`config.mk`:
```
export PLATFORM = sky130hd
export DESIGN_NAME = xgriscv_muldiv
export DESIGN_NICKNAME = d
export VERILOG_FILES = /design/src/rtl/xgriscv_muldiv.sv
export SDC_FILE = /design/constraint.sdc
export NUM_CORES = 1
export LEC_CHECK = 0
export ABC_AREA = 1
export BUFFER_PORTS_ARGS = -buffer_cell sky130_fd_sc_hd__buf_4
export CORE_MARGIN = 1.5
export CORE_UTILIZATION = 45
export CTS_BUF_LIST = sky130_fd_sc_hd__clkbuf_2 sky130_fd_sc_hd__clkbuf_4 sky130_fd_sc_hd__clkbuf_8
export DETAILED_ROUTE_END_ITERATION = 12
export GPL_TIMING_DRIVEN = 0
export PLACE_DENSITY = 0.68
export SLEW_MARGIN = 20
export SYNTH_ARGS = -nofsm -noshare
export SYNTH_HDL_FRONTEND = slang
export SYNTH_SLANG_ARGS = --single-unit
```
`constraint.sdc`:
```
create_clock -name clk -period 4.64 [get_ports clk]
set_input_delay 0.928 -clock clk [delete_from_list [all_inputs] [get_ports clk]]
set_output_delay 0.928 -clock clk [all_outputs]
set_load 0.005 [all_outputs]
```
`src/rtl/xgriscv_muldiv.sv`:
```
// xgriscv_muldiv: iterative RV32M/RV64M multiply/divide unit beside the ALU.
// One operation at a time; shift-add multiply and restoring divide, one bit
// per cycle. Divide-by-zero and signed overflow finish at accept.
//
// Handshake: ready is high only in IDLE; an operation is accepted on a rising
// edge where ready=1, start=1 and kill=0. done is a one-cycle pulse during which
// result/tag_out carry the new value; busy covers the CALC phase. kill at any
// edge returns to IDLE without touching result/tag_out.
module xgriscv_muldiv #(
  parameter int XLEN = 32,
  parameter int TAGW = 5
) (
  input  logic            clk,
  input  logic            reset,
  input  logic            start,
  input  logic            kill,
  input  logic [2:0]      op,
  input  logic [XLEN-1:0] a,
  input  logic [XLEN-1:0] b,
  input  logic [TAGW-1:0] tag_in,
  output logic            ready,
  output logic            busy,
  output logic            done,
  output logic [XLEN-1:0] result,
  output logic [TAGW-1:0] tag_out,
  output logic [1:0]      dbgState
);

  typedef enum logic [1:0] {IDLE = 2'd0, CALC = 2'd1, DONE = 2'd2} state_t;

  localparam int CW = $clog2(XLEN);
  localparam logic [CW-1:0]   LAST = CW'(XLEN - 1);
  localparam logic [XLEN-1:0] MINV = {1'b1, {(XLEN-1){1'b0}}};

  state_t          state;
  logic [CW-1:0]   cnt;
  logic [2:0]      opReg;
  logic [XLEN-1:0] hi, lo, mcand;
  logic            neg;
  logic [TAGW-1:0] tagReg;

  // Accept-time operand preparation and early-out detection
  logic            aNeg, bNeg, signNext, divZero, divOvf, early;
  logic [XLEN-1:0] aMag, bMag, earlyRes;
  always_comb begin
    aNeg     = a[XLEN-1] & ((op == 3'd1) | (op == 3'd2) | (op == 3'd4) | (op == 3'd6));
    bNeg     = b[XLEN-1] & ((op == 3'd1) | (op == 3'd4) | (op == 3'd6));
    aMag     = aNeg ? -a : a;
    bMag     = bNeg ? -b : b;
    // Remainder takes the dividend's sign; products and quotients the XOR
    signNext = (op == 3'd6) ? aNeg : (aNeg ^ bNeg);
    divZero  = op[2] & (b == '0);
    divOvf   = op[2] & ~op[0] & (a == MINV) & (b == '1);
    early    = divZero | divOvf;
    if (divZero) earlyRes = op[1] ? a : '1;
    else         earlyRes = op[1] ? '0 : a;
  end

  // One iteration of shift-add multiply or restoring divide, plus final fixup
  logic [XLEN:0]     mulSum, divShift;
  logic              divGe;
  logic [XLEN-1:0]   stepHi, stepLo, divVal;
  logic [2*XLEN-1:0] full, fullRes;
  logic [XLEN-1:0]   finalRes;
  always_comb begin
    mulSum   = {1'b0, hi} + {1'b0, (lo[0] ? mcand : '0)};
    divShift = {hi, lo[XLEN-1]};
    divGe    = divShift >= {1'b0, mcand};
    if (!opReg[2]) begin
      stepHi = mulSum[XLEN:1];
      stepLo = {mulSum[0], lo[XLEN-1:1]};
    end else begin
      stepHi = divGe ? (divShift[XLEN-1:0] - mcand) : divShift[XLEN-1:0];
      stepLo = {lo[XLEN-2:0], divGe};
    end
    full     = {stepHi, stepLo};
    fullRes  = neg ? -full : full;
    divVal   = opReg[1] ? stepHi : stepLo;
    if (!opReg[2]) finalRes = (opReg[1:0] == 2'd0) ? fullRes[XLEN-1:0] : fullRes[2*XLEN-1:XLEN];
    else           finalRes = neg ? -divVal : divVal;
  end

  // Control FSM and datapath registers
  always_ff @(posedge clk or negedge reset) begin
    if (!reset) begin
      state   <= IDLE;
      cnt     <= '0;
      opReg   <= '0;
      hi      <= '0;
      lo      <= '0;
      mcand   <= '0;
      neg     <= 1'b0;
      tagReg  <= '0;
      result  <= '0;
      tag_out <= '0;
    end else if (kill) begin
      state <= IDLE;
    end else begin
      case (state)
        IDLE: if (start) begin
          opReg  <= op;
          tagReg <= tag_in;
          neg    <= signNext;
          cnt    <= '0;
          hi     <= '0;
          lo     <= op[2] ? aMag : bMag;
          mcand  <= op[2] ? bMag : aMag;
          if (early) begin
            result  <= earlyRes;
            tag_out <= tag_in;
            state   <= DONE;
          end else begin
            state <= CALC;
          end
        end
        CALC: begin
          hi  <= stepHi;
          lo  <= stepLo;
          cnt <= cnt + CW'(1);
          if (cnt == LAST) begin
            result  <= finalRes;
            tag_out <= tagReg;
            state   <= DONE;
          end
        end
        DONE:    state <= IDLE;
        default: state <= IDLE;
      endcase
    end
  end

  // Status outputs decoded straight from the state register
  always_comb begin
    ready    = (state == IDLE);
    busy     = (state == CALC);
    done     = (state == DONE);
    dbgState = state;
  end

endmodule

```
Word-level counts from Yosys, hierarchy flattened
Index checks and enable logic that the tools add are counted.

storage, ports and cells
  register bits after elaboration = 149
  input port bits = 76
  output and inout port bits = 42
  logic and storage cells = 91

cells by class
  add/sub/neg operators = 7
  $lt $le $gt $ge = 1
  equal/unequal tests = 14
  mux-type cells = 36
  bitwise logic cells = 15
  reduce and logical (&&, ||, !) cells = 8

operators by type and width
  operator                                                                count
  32-bit 2-to-1 mux                                                       20
  32-bit one-hot mux with 2 select lines                                  3
  32-bit negator                                                          3
  32-bit equality test (second input constant)                            2
  64-bit 2-to-1 mux                                                       1
  64-bit negator                                                          1
  32-bit by 32-bit adder with 33-bit output                               1
  33-bit by 32-bit >= comparator with 1-bit output                        1
  32-bit logical NOT                                                      1
  32-bit subtractor                                                       1
  5-bit 2-to-1 mux                                                        4
  5-bit one-hot mux with 2 select lines                                   2
  2-bit 2-to-1 mux                                                        4
  1-bit bitwise AND                                                       6
  3-bit equality test (second input constant)                             2
  1-bit OR                                                                6
  3-bit AND reduction                                                     2
  5-bit by 1-bit adder with 5-bit output (second input constant)          1
  5-bit equality test (second input constant)                             1
  5-bit AND reduction                                                     1
  2-bit logical NOT                                                       2
  2-bit by 1-bit != test with 1-bit output (second input constant)        2
  2-bit one-hot mux with 2 select lines                                   1
  3-bit by 1-bit equality test with 1-bit output (second input constant)  1
  other kinds (11)                                                        12

Depth between registers and ports, before layout
  depth after elaboration = 9
  gate-level depth with buffers = 34
  gate-level depth less buffers = 32

Worst setup path after synthesis
Ideal clock, no wire load.

  kind = reg2reg
  start point = reg hi[6]
  end point = reg result[30]
  setup time = 73 ps
  data arrival time = 3,740 ps
  data required time = 4,567 ps
  slack = 827 ps
  stages on the path, launching flop included = 34
  buffers on the path = 2
  clock period less this slack = 3,813 ps
  path through = dfrtp_1 ha_1 nand2_2 inv_2 nand2_1 nand2_1 inv_2 nand3_2 nand2_2 nand2_2 nand2_4 buf_6 buf_8 nand3_4 o21ai_4 ha_1 nand3_1 nor2_1 nand4_2 nor2_4 nand4_2 nor2_2 nand3_1 nor2_1 nand3_2 nor2_4 nand3_1 nand2_2 nand2_1 nand2_1 nand3_1 a21oi_1 nand2_1 a21oi_2

between the ends
  word-level cells in the longest chain between the ends = 9
  elaborated cells between the ends (all ways) = 15
  those cells by class = add/sub: 4; order compare: 1; mux: 10

RTL lines
  item                                                                                   RTL line  RTL
  start, declared                                                                        38        logic [XLEN-1:0] hi, lo, mcand;
  start signal, assigned                                                                 117       hi <= stepHi;
  32-bit subtractor or 33-bit by 32-bit >= comparator with 1-bit output (tied branches)  73, 68
  32-bit 2-to-1 mux                                                                      73        stepHi = divGe ? (divShift[XLEN-1:0] - mcand) : divShift[XLEN-1:0];
  32-bit 2-to-1 mux                                                                      69        if (!opReg[2]) begin
  64-bit negator or 32-bit 2-to-1 mux (tied branches)                                    77, 78
  64-bit 2-to-1 mux or 32-bit negator (tied branches)                                    77, 80
  32-bit 2-to-1 mux, on equally long branches                                            79, 80
  32-bit 2-to-1 mux (*)                                                                  79        if (!opReg[2]) finalRes = (opReg[1:0] == 2'd0) ? fullRes[XLEN-1:0] : fullRes[2*XLEN-1:XLEN];
  32-bit 2-to-1 mux (*)                                                                  120       if (cnt == LAST) begin
  32-bit one-hot mux with 2 select lines (*)                                             99        case (state)
  end signal, assigned                                                                   109       result <= earlyRes;
  end signal, assigned                                                                   121       result <= finalRes;
  end, declared                                                                          24        output logic [XLEN-1:0] result,

Mark *: on every way between the ends. The rest lies on a longest branch, timed or not. The select of a mux whose other input is x is not followed.
A chain may end at the register's enable or synchronous reset.

Worst setup path after layout
  start point = reg hi[14]
  end point = reg result[0]

between the ends
  word-level cells in the longest chain between the ends = 9
  elaborated cells between the ends (all ways) = 13
  those cells by class = add/sub: 2; order compare: 1; mux: 10

RTL lines
  item                                                  RTL line  RTL
  33-bit by 32-bit >= comparator with 1-bit output (*)  68        divGe = divShift >= {1'b0, mcand};
  32-bit 2-to-1 mux                                     73
  32-bit 2-to-1 mux                                     69
  64-bit negator or 32-bit 2-to-1 mux (tied branches)   77, 78
  64-bit 2-to-1 mux or 32-bit negator (tied branches)   77, 80
  32-bit 2-to-1 mux, on equally long branches           79, 80
  32-bit 2-to-1 mux (*)                                 79
  32-bit 2-to-1 mux (*)                                 120
  32-bit one-hot mux with 2 select lines (*)            99

Marked as above.

==> reports/metrics.yaml <==
status: "complete, no violations"
drv_slew: 0
port-buffer-count: 117
fin_ws_ns: 0.0482
die_width_um: 210
startpoint_type: "flop"
area_growth_pct: 15.6
wirelength_mm: 100
dieHeight_um: 210
core_mm2: 0.0422
drive_gt1_share_pct: 13.9
synth_common_cells: "nand2_1, inv_1, nor2_1"
vias: 24200
antenna_found_initial: 4
synth_fp_nets: 3488
grt_overflow: 0
worst_path_largest_cell_delay_ns: 0.50
placed_area_mm2: 0.0210
route.top_layer_used: "met5"
place.gp.congestion: 1.10
grt_pass1_vias: 22200
crit_fanout: 10
syn_area_per_cell_um2: 5.80
netlist.area_leader.share_pct: 19.6
grtUsageTotal_pct: 44.9
min_period_ns: 4.59
fin_nets: 3657
final_util_pct: 53.0
numCtsBuffers: 17
r2r_setup_slack_ns: 0.05
ys_seq_area_share_pct: 19.2
netlist-cell-type-count: 57
synth_xor_area_share_pct: 4.70
yosysMostFrequentCell: "nand2_1"
crit_top_cell: "o21ai_0"
vias_per_cell: 5.95
ys.flop_type: "dfrtp_1"
finalHoldViolCount: 0
die_area_mm2: 0.0443
synth-seq-cells: 149
drc_errors: 0
hold_class: "in2async"
clk_latency_ns: 0.55
syn_inst: 3339
ys_top_cells_by_area: "nand2_1, dfrtp_1, inv_1, nand3_1, nor2_1"
cts_hold_buffers: 0
clock-sinks: 149
yosysWarnings: 0
finalCritPeriodShare_pct: 99.0
async_reset_ff_share_pct: 100
wl_met3_mm: 12.7
pre_cts_slack_ns: -0.715
fmax_ghz: 0.218
num_rows: 75
first_pass_iters: 6
slew_headroom_pct: 18.4
synth_top_area_cell: "nand2_1"
rr_worst_depth: 29
rsz0062_at_grt: "true"
cp-end-kind: "flop"
synthSimpleGateAreaFrac_pct: 41.7
wl_met1_mm: 40.8
whs_ns: 0.383
grt_max_degree: 94
skew_ns: 0.0223
ant_nets: 0
r2r-end: "result[0]"
dp.final_hpwl_mm: 81.4
worst_ep_required_time_ns: 5.10
met2WireLength_mm: 40.9
cap_violations: 0
cts_tree: "built"
netlist_area_mm2: 0.0194
synth_fa_ha_area_share_pct: 4.79
synth_edf_count: 0
start_util_pct: 45.9
wl_per_cell_um: 24.6
tightest_slew_ns: 1.21
postLayoutCellArea_mm2: 0.0224
cpMaxStageDelayCell: "dfrtp_1"
h-tree-depth: 4
muxShareOfSynthArea_pct: 0.155
io_pins: 118
synth_compound_area_share_pct: 17.1
r2r-start: "hi[14]"
drtIter0Drc: 3309
grt_pass1_wl_mm: 144
cts-root-buf: "clkbuf_8"
worstPathArrival_ns: 5.05
cts.path.max_buffers: 2
setup_viol: 0
synth_top_family_by_area: "simple AND/OR/NAND/NOR gates"
clk_pin_slew_worst_paths_ns: 0.10
crit_type: "reg2reg"
==> sequential cells by signal, summed over array words and instances, names as in the netlist <==
register and flops:
hi 32, lo 32, mcand 32, result 32
cnt 5, tagReg 5, tag_out 5, opReg 3
dbgState 2, neg 1
==> cell usage in the layout, fill, tap and decap left out, types with 13 or more instances in the layout <==
cell	synthesis	routed
nand2_1	1011	995
inv_1	455	437
nor2_1	317	311
nand3_1	284	269
o21ai_0	219	212
buf_4	4	154
a21oi_1	152	147
dfrtp_1	149	123
xor2_1	83	82
clkbuf_1	81	77
nand4_1	51	51
nand2_2	31	42
ha_1	71	41
a31oi_1	39	39
nor3_1	37	36
o221ai_1	29	29
o21ai_1	27	28
ha_4	0	27
inv_2	8	26
dfrtp_2	0	26
o22ai_1	25	25
nor2_2	23	24
nand3_2	13	23
buf_2	22	22
xnor2_1	21	19
o21bai_1	18	18
o21ai_2	16	18
nor2_4	12	17
clkbuf_8	0	17
buf_1	13	13
nand3b_1	13	13
==> worst max-delay path: cells and delay by family (launching register included) <==
kind | cells | cell delay (ns)
and+or+nand+nor | 15 | 1.73
AOI/OAI and AO/OA | 7 | 1.08
buffers and inverters | 5 | 0.66
DFF | 1 | 0.50
adders and majority gates | 2 | 0.50
==> metal layers <==
layer	vias to the layer above	GRT usage (%)
li1	11200	-
met1	11200	59.6
met2	1493	65.8
met3	279	13.3
met4	4	22.8
met5	-	0
==> area by class of cell <==
| class | instances | area (um^2) |
|---|---|---|
| Fill cell | 4542 | 19800 |
| Multi-Input combinational cell | 2591 | 14000 |
| Sequential cell | 149 | 3760 |
| Inverter | 467 | 1750 |
| Timing Repair Buffer | 151 | 1160 |
| Tap cell | 539 | 674 |
| Buffer | 131 | 661 |
| Clock buffer | 17 | 234 |
| Clock inverter | 15 | 188 |
| Antenna cell | 2 | 5.00 |
==> kinds of logic after synthesis <==
logic type	Yosys count
xor+xnor	104
fa+ha+maj	73
compound gates	571
simple gates	1840
flops	149
mux	3
buf+inv	599
==> stage by stage <==
stage / instances / setup TNS (ns)
after floorplan: 3339 / 0
after detailed placement: 3996 / -8.56
final: 4062 / 0
after global routing: 4061 / -0.230
after CTS: 4042 / 0
after global placement: 3995 / -9.40
==> what timing repair did <==
action                                  in CTS  in global routing
endpoints found under the setup margin      24                 28
setup buffers                               14                 19
resized for setup                           88                 85
pin swaps                                    9                 20
==> how the worst max path moves through the flow <==
stage | from | end | slack, ns | cells past startpoint
after floorplan | hi[6] | result[30] | 0.83 | 33
after global placement | mcand[22] | result[10] | -0.75 | 29
after detailed placement | mcand[22] | result[10] | -0.71 | 29
after CTS | hi[4] | result[28] | 0.00009 | 25
after global routing | mcand[31] | result[28] | -0.04 | 29
final | hi[14] | result[0] | 0.05 | 29
Power is left out: the tool's default activity adds up to more than one toggle a clock period on the data nets, which glitch-free logic cannot reach.
